## config.mk

```make
export PLATFORM = sky130hd
export DESIGN_NAME = mux_rr_n
export DESIGN_NICKNAME = d
export VERILOG_FILES = /design/src/rtl/mux_pkg.sv /design/src/rtl/rr_pick_n.sv /design/src/rtl/mux_rr_n.sv
export SDC_FILE = /design/constraint.sdc
export NUM_CORES = 1
export LEC_CHECK = 0
export BUFFER_PORTS_ARGS = -buffer_cell sky130_fd_sc_hd__buf_2
export CAP_MARGIN = 20
export CORE_UTILIZATION = 30
export CTS_BUF_LIST = sky130_fd_sc_hd__clkbuf_8
export DETAILED_ROUTE_END_ITERATION = 7
export GPL_ROUTABILITY_DRIVEN = 0
export PLACE_DENSITY = 0.63
export SLEW_MARGIN = 20
export SYNTH_ARGS = -nofsm -noshare
export SYNTH_HDL_FRONTEND = slang
export SYNTH_SLANG_ARGS = --single-unit
```

## constraint.sdc

```tcl
create_clock -name CLK -period 9.1 [get_ports CLK]
set_clock_uncertainty 0.15 [all_clocks]
set_input_delay 2.73 -clock CLK [delete_from_list [all_inputs] [get_ports CLK]]
set_output_delay 2.73 -clock CLK [all_outputs]
set_load 0.05 [all_outputs]
```

## src/rtl/mux_pkg.sv

```systemverilog
// Shared constants for the arbitrating multiplexer family.
package mux_pkg;

  localparam logic MODE_FIXED = 1'b0;
  localparam logic MODE_RR    = 1'b1;

  localparam int unsigned DefaultDataPathSize = 8;

endpackage

```

## src/rtl/rr_pick_n.sv

```systemverilog
// Combinational round-robin picker: first set request at or after ptr, wrapping.
module rr_pick_n
  import mux_pkg::*;
#(
  parameter int unsigned Channels = 4,
  parameter int unsigned SelWidth = $clog2(Channels)
) (
  input  logic [Channels-1:0] req,
  input  logic [SelWidth-1:0] ptr,
  output logic [Channels-1:0] gnt,
  output logic [SelWidth-1:0] idx,
  output logic                found
);

  logic [2*Channels-1:0] req_dbl;
  logic [2*Channels-1:0] gnt_dbl;
  logic [Channels-1:0]   req_rot;
  logic [Channels-1:0]   gnt_rot;
  logic [SelWidth:0]     off;
  logic [SelWidth:0]     sum;

  always_comb begin
    // Rotate so ptr lands at bit 0, priority-encode lowest, rotate back.
    req_dbl = {req, req} >> ptr;
    req_rot = req_dbl[Channels-1:0];
    found   = 1'b0;
    off     = '0;
    gnt_rot = '0;
    for (int i = Channels - 1; i >= 0; i--) begin
      if (req_rot[i]) begin
        found      = 1'b1;
        off        = (SelWidth + 1)'(i);
        gnt_rot    = '0;
        gnt_rot[i] = 1'b1;
      end
    end
    gnt_dbl = {gnt_rot, gnt_rot} << ptr;
    gnt     = gnt_dbl[2*Channels-1:Channels];
    sum     = off + {1'b0, ptr};
    if (sum >= (SelWidth + 1)'(Channels)) begin
      sum = sum - (SelWidth + 1)'(Channels);
    end
    idx = sum[SelWidth-1:0];
  end

endmodule

```

## src/rtl/mux_rr_n.sv

```systemverilog
// N-channel arbitrating mux with registered output and valid/ready handshake.
module mux_rr_n
  import mux_pkg::*;
#(
  parameter int unsigned DataPathSize = DefaultDataPathSize,
  parameter int unsigned Channels     = 4,
  parameter int unsigned SelWidth     = $clog2(Channels)
) (
  input  logic                             CLK,
  input  logic                             RST,
  input  logic [Channels*DataPathSize-1:0] CHOICE,
  input  logic [Channels-1:0]              REQ,
  output logic [Channels-1:0]              GNT,
  input  logic                             MODE,
  input  logic [SelWidth-1:0]              SEL,
  output logic [DataPathSize-1:0]          OUT,
  output logic [SelWidth-1:0]              OUT_CH,
  output logic                             OUT_VALID,
  input  logic                             OUT_READY
);

  logic [DataPathSize-1:0] out_q, out_d;
  logic [SelWidth-1:0]     out_ch_q, out_ch_d;
  logic                    out_valid_q, out_valid_d;
  logic [SelWidth-1:0]     ptr_q, ptr_d;

  logic                    load_ok;
  logic [Channels-1:0]     pick_gnt;
  logic [SelWidth-1:0]     pick_idx;
  logic                    pick_found;
  logic [Channels-1:0]     fix_gnt;
  logic [Channels-1:0]     gnt;

  rr_pick_n #(
    .Channels (Channels),
    .SelWidth (SelWidth)
  ) u_pick (
    .req   (REQ),
    .ptr   (ptr_q),
    .gnt   (pick_gnt),
    .idx   (pick_idx),
    .found (pick_found)
  );

  assign load_ok = !out_valid_q || OUT_READY;

  always_comb begin
    fix_gnt = '0;
    if ({1'b0, SEL} < (SelWidth + 1)'(Channels)) begin
      if (REQ[SEL]) begin
        fix_gnt[SEL] = 1'b1;
      end
    end
  end

  always_comb begin
    gnt = '0;
    if (load_ok && !RST) begin
      gnt = (MODE == MODE_RR) ? (pick_found ? pick_gnt : '0) : fix_gnt;
    end
  end

  assign GNT = gnt;

  always_comb begin
    out_d       = out_q;
    out_ch_d    = out_ch_q;
    out_valid_d = out_valid_q;
    ptr_d       = ptr_q;
    if (|gnt) begin
      for (int k = 0; k < Channels; k++) begin
        if (gnt[k]) begin
          out_d    = CHOICE[k*DataPathSize +: DataPathSize];
          out_ch_d = SelWidth'(k);
        end
      end
      out_valid_d = 1'b1;
      if (MODE == MODE_RR) begin
        ptr_d = (pick_idx == SelWidth'(Channels - 1)) ? '0 : pick_idx + 1'b1;
      end
    end else if (out_valid_q && OUT_READY) begin
      out_valid_d = 1'b0;
    end
  end

  always_ff @(posedge CLK or posedge RST) begin
    if (RST) begin
      out_q       <= '0;
      out_ch_q    <= '0;
      out_valid_q <= 1'b0;
      ptr_q       <= '0;
    end else begin
      out_q       <= out_d;
      out_ch_q    <= out_ch_d;
      out_valid_q <= out_valid_d;
      ptr_q       <= ptr_d;
    end
  end

  assign OUT       = out_q;
  assign OUT_CH    = out_ch_q;
  assign OUT_VALID = out_valid_q;

endmodule

```

==> results.md <==
* Total GRT Usage at 17.6%
* DR iter-0 viols at 40
* Register Area at 325 µm²
* CP most frequent cell: buf_2
* Antenna violations before repair at 0
* Post-CTS sizing at 0
* Worst Tran Pin Value at 0.552 ns
* Rel. slew slack at 63.2%
* Top-area cell type share of the netlist area at 31.7%
* Final core occ at 42.7%
* Max VDD drop at 184 µV
* CP Data Required Time at 6.22 ns
* Ys flop type: dfrtp_1
* CTS Buf Count at 3
* Die area at 3660 µm²
* Average size of a mapped cell at 8.56 µm²
* Synth area leader: dfrtp_1
* Min Hold Slack at 0.369 ns
* Commonest non-fill, non-tap cell in the layout: buf_2
* Syn Std Cell Area at 1030 µm²
* GR Layer Usage met2 at 31.4%
* Met1 Use GR at 20.8%
* Die Ht at 60.5 µm
* Die Wd at 60.5 µm
* Number of global-route vias before repair at 1098
* Fmax at 0.136 GHz
* Mapped Cells at 120
* Filler Cell Count at 342
* Hold_buf cts at 0
* Crit path time final at 7.33 ns
* First-pass GRT wire length at 4740 µm
* Type of the worst setup path: in2out
* CP delay by family, top: buffers and inverters
* Setup_tns at 0 ns
* Critical path cell sequence: buf_2 > inv_1 > nand2_1 > or4_1 > inv_2 > buf_2
* CTS tree: done
* GRT overflow at 0
* Hold crit path type: reg2reg
* Slowest stage delay, CP at 0.75 ns
* Met3 Use GR at 2.77%
* Status: finished clean
* HPWL Detailed at 2130 µm
* Data arrival, critical path at 4.45 ns
* EDFF count, synth at 0
* Element type at the critical path end: primary output
* Sequential-to-total area share from yosys stat at 31.7%
* Max Slew Vio Count at 0
* Top cells by area, synth: dfrtp_1 32%, o221a_1 7.7%, a21oi_1 5.4%, inv_1 5.1%, o22ai_1 4.9%
* Number of library cell types mapped by synthesis at 46
* Initial Util at 32.6%
* Area of the multi-input gates at 582 µm²
* Setup Viol. Count Final at 0
* Clk Latency, worst-skew pair at 0.24 ns
* Yosys reg bits at 13
* Largest net degree at the start of global routing at 17
* CP max-delay cell: or4_1
* I/O pin total at 57
* Via density at 5.12
* Power Dens Cells at 291 nW/µm²
* Row cnt at 20
* Syn. warnings at 0
* Antenna diodes at 0
* Period utilization at 80.5%
* RSZ-0062 raised after global routing: no
* Final net count at 214
* Crit path buffers/inverters at 4
* Via count at 1095
* Clock tree sinks at 13
* H-tree levels at 1
* Layout cells sized above 1 at 38.2%
* First drt pass iteration count at 4
* Wire per inst at 12.9 µm
* Drt drc at 0
* Clock transition at path regs at 0.05 ns
* Setup repair bufs after CTS at 0
* Top Usage Layer GRT: met2
* Post-route ant nets at 0
* P&R area growth vs syn at 31.2%
* Most frequent cells in the layout: 56 x buf_2, 15 x inv_1, 13 x dfrtp_1, 11 x a21oi_1, 8 x o22ai_1
* Async S/R FF share, synth at 100%
* Core area at 3150 µm²
* I/O Buffers at 56
* Leakage Power at 0.669 nW
* Number of buffers on the longest clock path at 2
* Total wire length at 2750 µm
* Root Driver: clkbuf_8
* Final hold viol count at 0
* Max cap viols at 0
* CP max FO at 15
* Syn Nets at 163
* Crit path launch type: input pin
-- synthesized netlist by cell type (all sizes together) (2+ instances only) --
master	number
dfrtp	13
nor2b	5
o21ai	3
or4	2
nor2	3
a31oi	2
xnor2	2
o221a	8
nor3	2
nand2b	3
nand3	4
buf	9
o22ai	8
o21a	2
nand2	3
inv	16
a21oi	11
-- flip-flops by register name, summed over array words and instances (netlist names) --
register   count
OUT_CH         2
OUT            8
OUT_VALID      1
ptr_q          2
-- cells by family (layout without fill, tap and decap cells) --
kind of cell             after synthesis  count (layout)  synth area share, %
multiplexers                           1               1                0.974
flip-flops                            13              13                 31.7
AND/OR/NAND/NOR                       29              29                 17.1
XOR/XNOR                               3               3                 2.56
adder cells (fa/ha/maj)                1               1                 1.22
AO/OA/AOI/OAI                         47              47                 34.8
buffers and inverters                 26              76                 11.7
-- through the flow --
| stage | instances | worst slack, ns | total power [mW] | cell area [µm²] |
|---|---|---|---|---|
| global route | 214 | 1.58 | 0.417 | 1350 |
| global placement | 210 | 1.79 | 0.341 | 1300 |
| detailed placement | 210 | 1.73 | 0.344 | 1300 |
| finish | 214 | 1.77 | 0.393 | 1350 |
| floorplan | 120 | 2.22 | 0.296 | 1030 |
| CTS | 214 | 1.73 | 0.395 | 1350 |
-- where the power goes --
part | switching (mW) | internal, mW | total [mW]
combinational | 0.151 | 0.0782 | 0.229
sequential | 0.0294 | 0.0853 | 0.115
clock | 0.0191 | 0.0297 | 0.0488
-- path summary, 6_finish.rpt --
kind | from | to | slack [ns] | cells after the start
setup / recovery | RST | GNT[1] | 1.77 | 6
hold / removal | OUT_CH[1] | OUT_CH[1] | 0.37 | 2
setup reg to reg | ptr_q[0] | OUT[4] | 6.47 | 6
hold reg to reg | OUT_CH[1] | OUT_CH[1] | 0.37 | 2
max in group asynchronous | RST | OUT_CH[1] | 6.11 | 2
min in group asynchronous | RST | OUT[2] | 2.36 | 2
-- per-layer routing --
metal  vias up  share of wire (%)
met5         -                  0
met2        46                 48
li1        548                  -
met3         2                5.4
met4         0               0.51
met1       499                 46
-- final cells by class --
| cell class | count | area share, % |
|---|---|---|
| Clock inverter | 1 | 0.279 |
| Tap cell | 44 | 4.09 |
| Clock buffer | 3 | 3.06 |
| Sequential cell | 13 | 24.1 |
| Multi-Input combinational cell | 81 | 43.2 |
| Inverter | 16 | 4.46 |
| Timing Repair Buffer | 56 | 20.8 |
-- worst reg2reg max path, delay by kind of cell, from the launching register on --
kind / cells / cell delay (ns)
buf+inv: 1 / 0.07
flops: 1 / 0.53
simple gates: 2 / 0.86
compound gates: 3 / 0.92
Power figures use the tool's default switching activity.
